**config.mk**
```make
export PLATFORM = sky130hd
export DESIGN_NAME = phase_sequencer
export DESIGN_NICKNAME = d
export VERILOG_FILES = /design/src/rtl/phase_sequencer.sv
export SDC_FILE = /design/constraint.sdc
export NUM_CORES = 1
export LEC_CHECK = 0
export ABC_AREA = 1
export ABC_CLOCK_PERIOD_IN_PS = 4100
export CAP_MARGIN = 20
export CORE_MARGIN = 3
export CORE_UTILIZATION = 30
export CTS_BUF_LIST = sky130_fd_sc_hd__clkbuf_8
export CTS_CLUSTER_SIZE = 16
export DETAILED_ROUTE_END_ITERATION = 6
export GPL_ROUTABILITY_DRIVEN = 0
export GPL_TIMING_DRIVEN = 0
export PLACE_DENSITY_LB_ADDON = 0.05
export SYNTH_ARGS = -nofsm -noshare
export SYNTH_HDL_FRONTEND = slang
export SYNTH_SLANG_ARGS = --single-unit
```
**constraint.sdc**
```tcl
create_clock -name i_clock -period 4.1 [get_ports i_clock]
set_clock_uncertainty 0.2 [all_clocks]
set_input_delay 0.615 -clock i_clock [delete_from_list [all_inputs] [get_ports i_clock]]
set_output_delay 0.615 -clock i_clock [all_outputs]
set_load 0.05 [all_outputs]
```
**src/rtl/phase_sequencer.sv**
```systemverilog
// phase_sequencer: one-hot multi-cycle phase sequencer with early termination, halt/resume and retired count
module phase_sequencer #(
   parameter  int NPHASE = 5,
   parameter  int CNT_W  = 16,
   localparam int IDX_W  = $clog2(NPHASE)
) (
   input  logic             i_clock,
   input  logic             i_reset,
   input  logic             i_ce,
   input  logic             i_last,
   input  logic             i_halt_req,
   input  logic             i_resume,
   output logic [NPHASE-1:0] o_phase,
   output logic [IDX_W-1:0]  o_phase_idx,
   output logic             o_done,
   output logic             o_halted,
   output logic [CNT_W-1:0]  o_retired
);
   typedef enum logic {RUN, HALTED} state_t;
   state_t            r_state, w_state_n;
   logic [NPHASE-1:0] r_phase, w_phase_n;
   logic [IDX_W-1:0]  r_idx, w_idx_n;
   logic              r_done, w_done_n;
   logic [CNT_W-1:0]  r_retired, w_retired_n;
   logic              r_pending, w_pending_n;
   logic              w_adv, w_wrap, w_halt;
   assign w_adv  = (r_state == RUN) && i_ce;
   assign w_wrap = w_adv && ((r_idx == IDX_W'(NPHASE - 1)) || i_last);
   assign w_halt = r_pending || i_halt_req;
   // Next-state and next-output logic; a pending halt is only consumed by the wrap that halts
   always_comb begin
      w_state_n   = r_state;
      w_phase_n   = r_phase;
      w_idx_n     = r_idx;
      w_done_n    = 1'b0;
      w_retired_n = r_retired;
      w_pending_n = r_pending;
      if (r_state == RUN) begin
         if (w_wrap) begin
            w_retired_n = r_retired + CNT_W'(1);
            w_done_n    = 1'b1;
            w_idx_n     = '0;
            w_phase_n   = w_halt ? '0 : NPHASE'(1);
            w_state_n   = w_halt ? HALTED : RUN;
            w_pending_n = 1'b0;
         end else begin
            w_pending_n = r_pending | i_halt_req;
            w_phase_n   = i_ce ? r_phase << 1 : r_phase;
            w_idx_n     = i_ce ? r_idx + IDX_W'(1) : r_idx;
         end
      end else if (i_resume) begin
         w_state_n = RUN;
         w_phase_n = NPHASE'(1);
         w_idx_n   = '0;
      end
   end
   // State register with synchronous reset
   always_ff @(posedge i_clock) begin
      if (i_reset) begin
         r_state   <= RUN;
         r_phase   <= NPHASE'(1);
         r_idx     <= '0;
         r_done    <= 1'b0;
         r_retired <= '0;
         r_pending <= 1'b0;
      end else begin
         r_state   <= w_state_n;
         r_phase   <= w_phase_n;
         r_idx     <= w_idx_n;
         r_done    <= w_done_n;
         r_retired <= w_retired_n;
         r_pending <= w_pending_n;
      end
   end
   assign o_phase     = r_phase;
   assign o_phase_idx = r_idx;
   assign o_done      = r_done;
   assign o_halted    = (r_state == HALTED);
   assign o_retired   = r_retired;
endmodule

```
==> summary.md, run 1 <==
| Metric | Value |
|---|---|
| Status | completed |
| Diode count | 0 |
| Worst Path Max Fanout | 5 |
| #FFs+latches synth | 27 |
| Min-delay worst type | flip-flop to flip-flop |
| Largest net degree at the start of global routing | 15 |
| Layout cells sized above 1 | 8.04% |
| Power per cell area | 280 nW/um2 |
| Top Family by Delay on Critical Path | buffers and inverters |
| Post-synth net total | 199 |
| Multi-input logic area | 666 um2 |
| Layout area overhead | 30.9% |
| Final setup margin | 1.74 ns |
| Die area | 5230 um2 |
| CTS Buf Count | 3 |
| Dpl ws | 1.89 ns |
| Grt ovf | 0 |
| Peak Freq | 0.424 GHz |
| Post-route ant nets | 0 |
| Initial drt markers | 47 |
| Worst Path Buf+Inv | 1 |
| Worst Path Required | 3.28 ns |
| Post-route DRC violation count | 0 |
| CTS tree | built |
| Sequential share of the synthesized area | 40.9% |
| Vias | 1243 |
| Setup crit end kind | output port |
| Clk_lat worst skew | 0.26 ns |
| Period minus WS final | about 2.4 ns |
| Levels on crit path | 1 |
| Core area | 4120 um2 |
| Max Slew Vio Count | 0 |
| Peak VDD IR | 0.000186 V |
| PostCTS Resize Cnt | 0 |
| Period utilization | 57.6% |
| Synthesized cell area | 1320 um2 |
| Vias in the first global route | 1169 |
| Iteration count of the initial detailed-routing pass | 4 |
| Number of buffers added on ports | 30 |
| CP peak stage delay | about 0.84 ns |
| CP Launch Type | flip-flop |
| CTS root buf | clkbuf_8 |
| Final net count | 234 |
| Die width | between 70 and 80 um |
| Worst-case clock buffer depth | 2 |
| Placed Instance Area | between 1500 and 2000 um2 |
| Clk sinks | 27 |
| Slew Limit Headroom | 66.3% |
| Critical-path top delay cell | clkdlybuf4s50_1 |
| H-tree Lvls | 1 |
| Final hold violation count | 0 |
| Initial core utilization | 32.1% |
| Critical Path AT | 1.55 ns |
| Reg2reg path depth | 9 |
| Routed length per placed instance | ~11 um |
| CP Cell Sequence | clkdlybuf4s50_1 |
| Height of the die | 72.3 um |
| Initial antenna violation count | 0 |
| Setup_tns | 0 ns |
| Vias/cell | 4.54 |
| Maxcap violations | 0 |
| Hold path cells | 2 |
| Cell area after layout | 1730 um2 |
| Reg clk slew, reported paths | approximately 0.09 ns |
| Register area | 541 um2 |
| # rows | 23 |
| Yosys warnings | 0 |
| GRT Util Overall | 12.3% |
| RSZ-0062 raised after global routing | no |
| Mapped Cells | 190 |
| First-pass GRT wire length | 5200 um |
| Postcts setup bufs | 0 |
| CP Class | flip-flop to output port |
| Final setup viols | 0 |
| Hold-fix buffers, CTS | 0 |
| # fillers | 456 |
| Routed wire length | 2950 um |
| Unique masters post-synth | 24 |
| Dpl hpwl | 2320 um |
| Slew at the pin closest to its max-slew limit | approximately 0.50 ns |
| Syn avg cell area | about 6.9 um2 |
| Leakage | 0.701 nW |
| # IOs | 32 |
-- kinds of logic (layout without fill, tap and decap cells) --
logic type      after synthesis  count (layout)  share of synthesized area (%)
fa+ha+maj                     3               3                           2.84
buf+inv                      30              64                           8.63
simple gates                105             105                           36.9
compound gates               22              22                           8.72
flops                        27              27                           40.9
xor+xnor                      3               3                           1.99
-- cell usage after synthesis --
master	instances	share of area, %
or2_2	1	0.47
inv_1	24	6.8
ha_1	3	2.8
clkbuf_1	2	0.57
xor2_1	1	0.66
nand2_2	3	1.4
a21oi_1	15	5.7
dfxtp_1	27	41
buf_2	1	0.38
nand3_1	14	5.3
nor2_2	3	1.4
nand2_1	44	13
nor2_8	1	1.5
nor3_1	5	1.9
nand2_4	1	0.85
nor2_1	26	7.4
nor2_4	2	1.7
o21ai_0	4	1.5
o21ai_1	1	0.38
nand4_1	5	2.4
xnor2_1	2	1.3
a211oi_1	1	0.57
inv_2	3	0.85
o31ai_1	1	0.57
-- routing by layer --
metal / routed length (um) / GRT usage, % / share of wire [%]
met1: 1500 / 16.6 / 51
met2: 1280 / 18.9 / 43
met3: 149 / 4.16 / 5.0
met4: 24 / 2.92 / 0.81
met5: 0 / 0 / 0
-- power by group --
group / switching [mW] / internal, mW
Clock: 0.0789 / 0.0671
Combinational: 0.0429 / 0.0215
Sequential: 0.00539 / 0.268
Total: 0.127 / 0.357
-- stage by stage --
step | total power [mW] | instances | utilization (%) | hold slack (ns)
after floorplan | 0.323 | 190 | - | 0.232
after global placement | 0.344 | 270 | 40.9 | 0.241
after detailed placement | 0.345 | 270 | 40.9 | 0.245
after CTS | 0.497 | 274 | 42.0 | 0.257
after global routing | 0.514 | 274 | 42.0 | 0.273
final | 0.484 | 274 | 42.0 | 0.254
-- sequential cells by signal (all words and copies together), names as in the netlist --
signal and count:
o_phase_idx 3, o_phase 5, o_retired 16, o_halted 1, r_pending 1, o_done 1
-- final timing paths --
kind / from / endpoint / slack, ns
worst min register to register: r_pending$_SDFFE_PP0N_ / r_pending$_SDFFE_PP0N_ / 0.25
worst max-delay path: o_halted$_SDFF_PP0_ / o_halted / 1.74
worst max register to register: o_phase_idx[0]$_SDFFE_PP0P_ / o_retired[5]$_SDFFE_PP0P_ / 2.40
worst min-delay path: r_pending$_SDFFE_PP0N_ / r_pending$_SDFFE_PP0N_ / 0.25
-- cell usage in the layout (no fill, tap or decap), drive strengths merged, types with 2 or more instances in the layout --
master         instances
ha                     3
nand4                  5
clkdlybuf4s50         30
a21oi                 15
nand2                 48
dfxtp                 27
inv                   28
nand3                 14
nor2                  32
xnor2                  2
o21ai                  5
nor3                   5
clkbuf                 5
-- final cells by class --
cell class	instances	area share, %
Tap cell	50	3.62
Multi-Input combinational cell	133	38.5
Timing Repair Buffer	30	17.4
Sequential cell	27	31.3
Inverter	27	5.87
Clock buffer	3	2.39
Clock inverter	1	0.217
Buffer	3	0.724
Power figures use the tool's default switching activity.
==> run 2, diff against run 1 <==
--- a/config.mk
+++ b/config.mk
@@ -6,7 +6,7 @@
 export NUM_CORES = 1
 export LEC_CHECK = 0
 export ABC_AREA = 1
-export ABC_CLOCK_PERIOD_IN_PS = 4100
+export ABC_CLOCK_PERIOD_IN_PS = 2100
 export CAP_MARGIN = 20
 export CORE_MARGIN = 3
 export CORE_UTILIZATION = 30
==> constraint.sdc (replaced) <==
create_clock -name i_clock -period 2.1 [get_ports i_clock]
set_clock_uncertainty 0.2 [all_clocks]
set_input_delay 0.315 -clock i_clock [delete_from_list [all_inputs] [get_ports i_clock]]
set_output_delay 0.315 -clock i_clock [all_outputs]
set_load 0.05 [all_outputs]
==> run 2 against run 1 <==
  * Hold slack got worse by 0.042 ns
  * Clock power is 95% higher
  * Core utilization rose by 0.36 points
  * First-iteration DRC count grew 8.5%
  * Global-route usage did not move
  * Non-clock buffer count did not move
  * Wire length grew 0.34%
  * Combinational power increased by 96%
  * Critical endpoint is now o_retired[9]
  * Largest power group unchanged
==> summary.md, run 2 (same netlist as run 1, synthesis figures left out) <==
| Metric | Value |
|---|---|
| CTS Buf Count | 3 (unchanged) |
| GRT Util Overall | 12.3% (unchanged) |
| Clk_lat worst skew | 0.26 ns (about the same) |
| CP Launch Type | flip-flop (unchanged) |
| Height of the die | 72.3 um (unchanged) |
| Worst Path Required | 1.58 ns (was 3.28 ns) |
| Routed length per placed instance | 10.8 um (about the same) |
| RSZ-0062 raised after global routing | no (unchanged) |
| PostCTS Resize Cnt | 0 (unchanged) |
| Post-route DRC violation count | 0 (unchanged) |
| Post-Route Utilization | 42.4% (was 42.0%) |
| CP Cell Sequence | clkdlybuf4s50_1 (unchanged) |
| Die area | 5230 um2 (unchanged) |
| Commonest non-fill, non-tap cell in the layout | nand2_1 (unchanged) |
| Slew Limit Headroom | 66.3% (about the same) |
| Initial core utilization | 32.1% (unchanged) |
| Number of buffers added on ports | 30 (unchanged) |
| Status | completed (unchanged) |
| H-tree Lvls | 1 (unchanged) |
| Cell area after layout | 1740 um2 (was 1730 um2) |
| Setup crit end kind | output port (unchanged) |
| Largest net degree at the start of global routing | 15 (unchanged) |
| Peak VDD IR | 0.000364 V (was 0.000186 V) |
| Diode count | 0 (unchanged) |
| Top Family by Delay on Critical Path | buffers and inverters (unchanged) |
| Worst-case clock buffer depth | 2 (unchanged) |
| Hold path cells | 2 (unchanged) |
| Iteration count of the initial detailed-routing pass | 4 (unchanged) |
| Reg2reg path depth | 9 (unchanged) |
| Initial antenna violation count | 0 (unchanged) |
| Layout area overhead | 32.0% (was 30.9%) |
| # IOs | 32 (unchanged) |
| Grt ovf | 0 (unchanged) |
| Vias | 1243 (unchanged) |
| Peak Freq | 0.492 GHz |
| CP Class | flip-flop to output port (unchanged) |
| CP peak stage delay | 0.83 ns (was 0.84 ns) |
| Power per cell area | 542 nW/um2 (was 280 nW/um2) |
| Initial drt markers | 51 (was 47) |
| Reg clk slew, reported paths | 0.09 ns (about the same) |
| Setup_tns | 0 ns (unchanged) |
| CTS root buf | clkbuf_8 (unchanged) |
| Maxcap violations | 0 (unchanged) |
| Vias/cell | 4.54 (unchanged) |
| Levels on crit path | 1 (unchanged) |
| Min-delay worst type | input port to flip-flop (was flip-flop to flip-flop) |
| Dpl hpwl | 2320 um (unchanged) |
| Final setup viols | 0 (unchanged) |
| Max Slew Vio Count | 0 (unchanged) |
| Die width | 72.3 um (unchanged) |
| Final hold violation count | 0 (unchanged) |
| Max reg flops | 16 (unchanged) |
| Leakage | 0.808 nW (was 0.701 nW) |
| Vias in the first global route | 1169 (unchanged) |
| Core area | 4120 um2 (unchanged) |
| Clk sinks | 27 (unchanged) |
| First-pass GRT wire length | 5200 um (unchanged) |
| Period utilization | 96.9% |
| Post-route ant nets | 0 (unchanged) |
| Slew at the pin closest to its max-slew limit | 0.504 ns (about the same) |
| Final net count | 234 (unchanged) |
| Worst Path Buf+Inv | 1 (unchanged) |
| Period minus WS final | just over 2 ns |
| # rows | 23 (unchanged) |
| Critical Path AT | 1.52 ns (was 1.55 ns) |
| Critical-path top delay cell | clkdlybuf4s50_1 (unchanged) |
| Most frequent cells in the layout | nand2_1 (44), dfxtp_1 (27), nor2_1 (26) (was nand2_1 (44), clkdlybuf4s50_1 (30), dfxtp_1 (27)) |
| CTS tree | built (unchanged) |
| Postcts setup bufs | 0 (unchanged) |
| Placed Instance Area | 1680 um2 (unchanged) |
| # fillers | 453 (was 456) |
| Hold-fix buffers, CTS | 0 (unchanged) |
| Layout cells sized above 1 | 8.04% (unchanged) |
| Routed wire length | 2960 um (was 2950 um) |
| Worst Path Max Fanout | 5 (unchanged) |
-- run 2: changes by cell type in the layout (fill, tap and decap cells not counted), sizes merged --
cell,previous run,this run
clkdlybuf4s50,30,24
dlymetal6s2s,0,6
-- run 2: through the flow --
step / power (mW) / hold WS, ns / instances / worst slack [ns]
final: 0.944 / 0.212 / 274 / 0.0661
after global routing: 1.00 / 0.224 / 274 / 0.00133
after CTS: 0.970 / 0.210 / 274 / 0.0170
after detailed placement: 0.673 / 0.245 / 270 / 0.189
after global placement: 0.672 / 0.241 / 270 / 0.197
after floorplan: 0.631 / 0.218 / 190 / 0.184
-- run 2: per-layer routing --
metal / GRT usage (%) / vias up / routed length [um]
met3: 4.16 / 2 / 158
met1: 16.6 / 546 / 1490
met2: 18.9 / 25 / 1290
li1: - / 670 / -
met5: 0 / - / 0
met4: 2.92 / 0 / 24
-- run 2: cell type report --
class                      count  area, um2  area share, %
multi-input combinational    133        666           38.2
sequential                    27        541           31.0
timing repair buffer          30        315           18.1
inverter                      27        101           5.81
tap                           50       62.6           3.59
clock buffer                   3       41.3           2.37
buffer                         3       12.5          0.718
clock inverter                 1       3.75          0.215
-- run 2: final timing paths --
kind / from / to / slack, ns
hold reg to reg: r_pending$_SDFFE_PP0N_ / r_pending$_SDFFE_PP0N_ / 0.25
setup reg to reg: o_phase_idx[0]$_SDFFE_PP0P_ / o_retired[5]$_SDFFE_PP0P_ / 0.40
hold / removal: i_reset / o_done$_SDFF_PP0_ / 0.21
setup / recovery: o_retired[9]$_SDFFE_PP0P_ / o_retired[9] / 0.07
-- run 2: report_power, final --
part           leakage (nW)  internal (mW)  switching (mW)
logic                 0.562         0.0417          0.0839
clock network        0.0269          0.131           0.154
registers             0.219          0.523          0.0104
total                 0.808          0.696           0.248
==> run 3, diff against run 2 <==
--- a/config.mk
+++ b/config.mk
@@ -8,7 +8,7 @@
 export ABC_AREA = 1
 export ABC_CLOCK_PERIOD_IN_PS = 2100
 export CAP_MARGIN = 20
-export CORE_MARGIN = 3
+export CORE_MARGIN = 8
 export CORE_UTILIZATION = 30
 export CTS_BUF_LIST = sky130_fd_sc_hd__clkbuf_8
 export CTS_CLUSTER_SIZE = 16
==> run 3 against run 2 <==
  * Critical path depth is the same
  * Maximum frequency shrank 0.41%
  * Core utilization shrank 1.6 points
  * Register-to-register slack lost 0.02 ns
  * Power grew 1.3%
  * Sequential share of layout area shrank 0.13 points
  * Combinational power is essentially flat
  * First-iteration DRC count grew 65%
  * Clock power grew 4%
  * Highest routed layer unchanged
==> summary.md, run 3 (same netlist as run 1, synthesis figures left out) <==
| Metric | Value |
|---|---|
| Period utilization | 97.3% (was 96.9%) |
| Die width | 82.3 um (was 72.3 um) |
| # IOs | 32 (unchanged) |
| Leakage | 0.849 nW (was 0.808 nW) |
| Clk_lat worst skew | 0.27 ns (was 0.26 ns) |
| Initial antenna violation count | 0 (unchanged) |
| Worst Path Required | 1.58 ns (about the same) |
| Reg clk slew, reported paths | 0.10 ns (was 0.09 ns) |
| Initial drt markers | 84 (was 51) |
| Slew at the pin closest to its max-slew limit | 0.512 ns (was 0.504 ns) |
| CP Class | flip-flop to output port (unchanged) |
| Top Family by Delay on Critical Path | buffers and inverters (unchanged) |
| Crit. Startpoint | o_retired[5]$_SDFFE_PP0P_ (was o_retired[9]$_SDFFE_PP0P_) |
| Final hold violation count | 0 (unchanged) |
| Maxcap violations | 0 (unchanged) |
| Min-Delay Startpoint | i_reset (unchanged) |
| Initial core utilization | 30.7% (was 32.1%) |
| Routed length per placed instance | 11.9 um (was 10.8 um) |
| Worst Path Max Fanout | 4 (was 5) |
| Slew Limit Headroom | 65.8% (was 66.3%) |
| Height of the die | 82.3 um (was 72.3 um) |
| # rows | 24 (was 23) |
| Die area | 6780 um2 (was 5230 um2) |
| Most frequent cells in the layout | nand2_1 (44), dfxtp_1 (27), nor2_1 (26) (unchanged) |
| PostCTS Resize Cnt | 0 (unchanged) |
| Diode count | 0 (unchanged) |
| Final setup viols | 0 (unchanged) |
| CTS root buf | clkbuf_8 (unchanged) |
| Post-route ant nets | 0 (unchanged) |
| CP peak stage delay | 0.84 ns (was 0.83 ns) |
| Hold_ws | 0.216 ns (was 0.212 ns) |
| Setup_tns | 0 ns (unchanged) |
| Vias/cell | 4.51 (was 4.54) |
| Layout area overhead | 32.6% (was 32.0%) |
| Peak VDD IR | 0.000224 V (was 0.000364 V) |
| Clk sinks | 27 (unchanged) |
| CTS tree | built (unchanged) |
| Largest net degree at the start of global routing | 15 (unchanged) |
| First-pass GRT wire length | 5550 um (was 5200 um) |
| CP Cell Sequence | clkdlybuf4s50_1 (unchanged) |
| Hold-fix buffers, CTS | 0 (unchanged) |
| Period minus WS final | 2.04 ns (was 2.03 ns) |
| Power per cell area | 546 nW/um2 (was 542 nW/um2) |
| Max reg flops | 16 (unchanged) |
| Final net count | 234 (unchanged) |
| Min-delay worst type | input port to flip-flop (unchanged) |
| Max Slew Vio Count | 0 (unchanged) |
| Setup crit end kind | output port (unchanged) |
| Status | completed (unchanged) |
| Postcts setup bufs | 0 (unchanged) |
| Final Non-Filler Cells | 276 (was 274) |
| Number of buffers added on ports | 30 (unchanged) |
| Vias | 1245 (was 1243) |
| Worst R2R Setup Slack | 0.38 ns (was 0.40 ns) |
| Critical Path AT | 1.53 ns (was 1.52 ns) |
| RR Startpoint | o_phase_idx[0]$_SDFFE_PP0P_ (unchanged) |
| Critical-path top delay cell | clkdlybuf4s50_1 (unchanged) |
| GRT Util Overall | 10.4% (was 12.3%) |
| H-tree Lvls | 1 (unchanged) |
| Layout cells sized above 1 | 8.04% (unchanged) |
| Commonest non-fill, non-tap cell in the layout | nand2_1 (unchanged) |
| Core area | 4290 um2 (was 4120 um2) |
| Worst-case clock buffer depth | 2 (unchanged) |
| Worst Path Buf+Inv | 1 (unchanged) |
| Routed wire length | 3290 um (was 2960 um) |
| Grt ovf | 0 (unchanged) |
| Iteration count of the initial detailed-routing pass | 4 (unchanged) |
| Peak Freq | 0.490 GHz (was 0.492 GHz) |
| RSZ-0062 raised after global routing | no (unchanged) |
| CTS Buf Count | 3 (unchanged) |
| Post-route DRC violation count | 0 (unchanged) |
| Post-Route Utilization | 40.8% (was 42.4%) |
| CP Launch Type | flip-flop (unchanged) |
| Placed cells | 272 (was 270) |
| Dpl hpwl | 2510 um (was 2320 um) |
| Vias in the first global route | 1161 (was 1169) |
run 3: path summary, 6_finish.rpt:
path | end | depth (start not counted)
setup / recovery | o_retired[5] | 1
setup reg to reg | o_retired[5]$_SDFFE_PP0P_ | 9
hold / removal | o_done$_SDFF_PP0_ | 2
hold reg to reg | r_pending$_SDFFE_PP0N_ | 2
run 3: final cells by class:
class / instances / area, um2
plain buffers: 3 / 12.5
clock buffers: 3 / 41.3
clock inverters: 1 / 3.75
fillers: 475 / 2540
inverters: 27 / 101
multi-input cells: 133 / 666
flip-flops and latches: 27 / 541
well taps: 52 / 65.1
repair buffers: 30 / 320
run 3: routing by layer:
layer,track usage [%],routed length (um)
met1,14.2,1630
met3,2.92,265
met5,0,0
met4,4.21,38
met2,14.8,1360
run 3: stage by stage:
stage	instance area (um2)	setup slack (ns)	power, mW
finish	1750	0.0576	0.956
global route	1750	0.000357	1.02
CTS	1730	0.00758	0.973
detailed placement	1690	0.203	0.674
global placement	1690	0.197	0.673
floorplan	1320	0.184	0.631
run 3: power breakdown:
| group | switching [mW] | internal (mW) | total (mW) |
|---|---|---|---|
| registers | 0.0106 | 0.523 | 0.534 |
| clock network | 0.165 | 0.131 | 0.296 |
| logic | 0.0844 | 0.0419 | 0.126 |
| total | 0.260 | 0.697 | 0.956 |
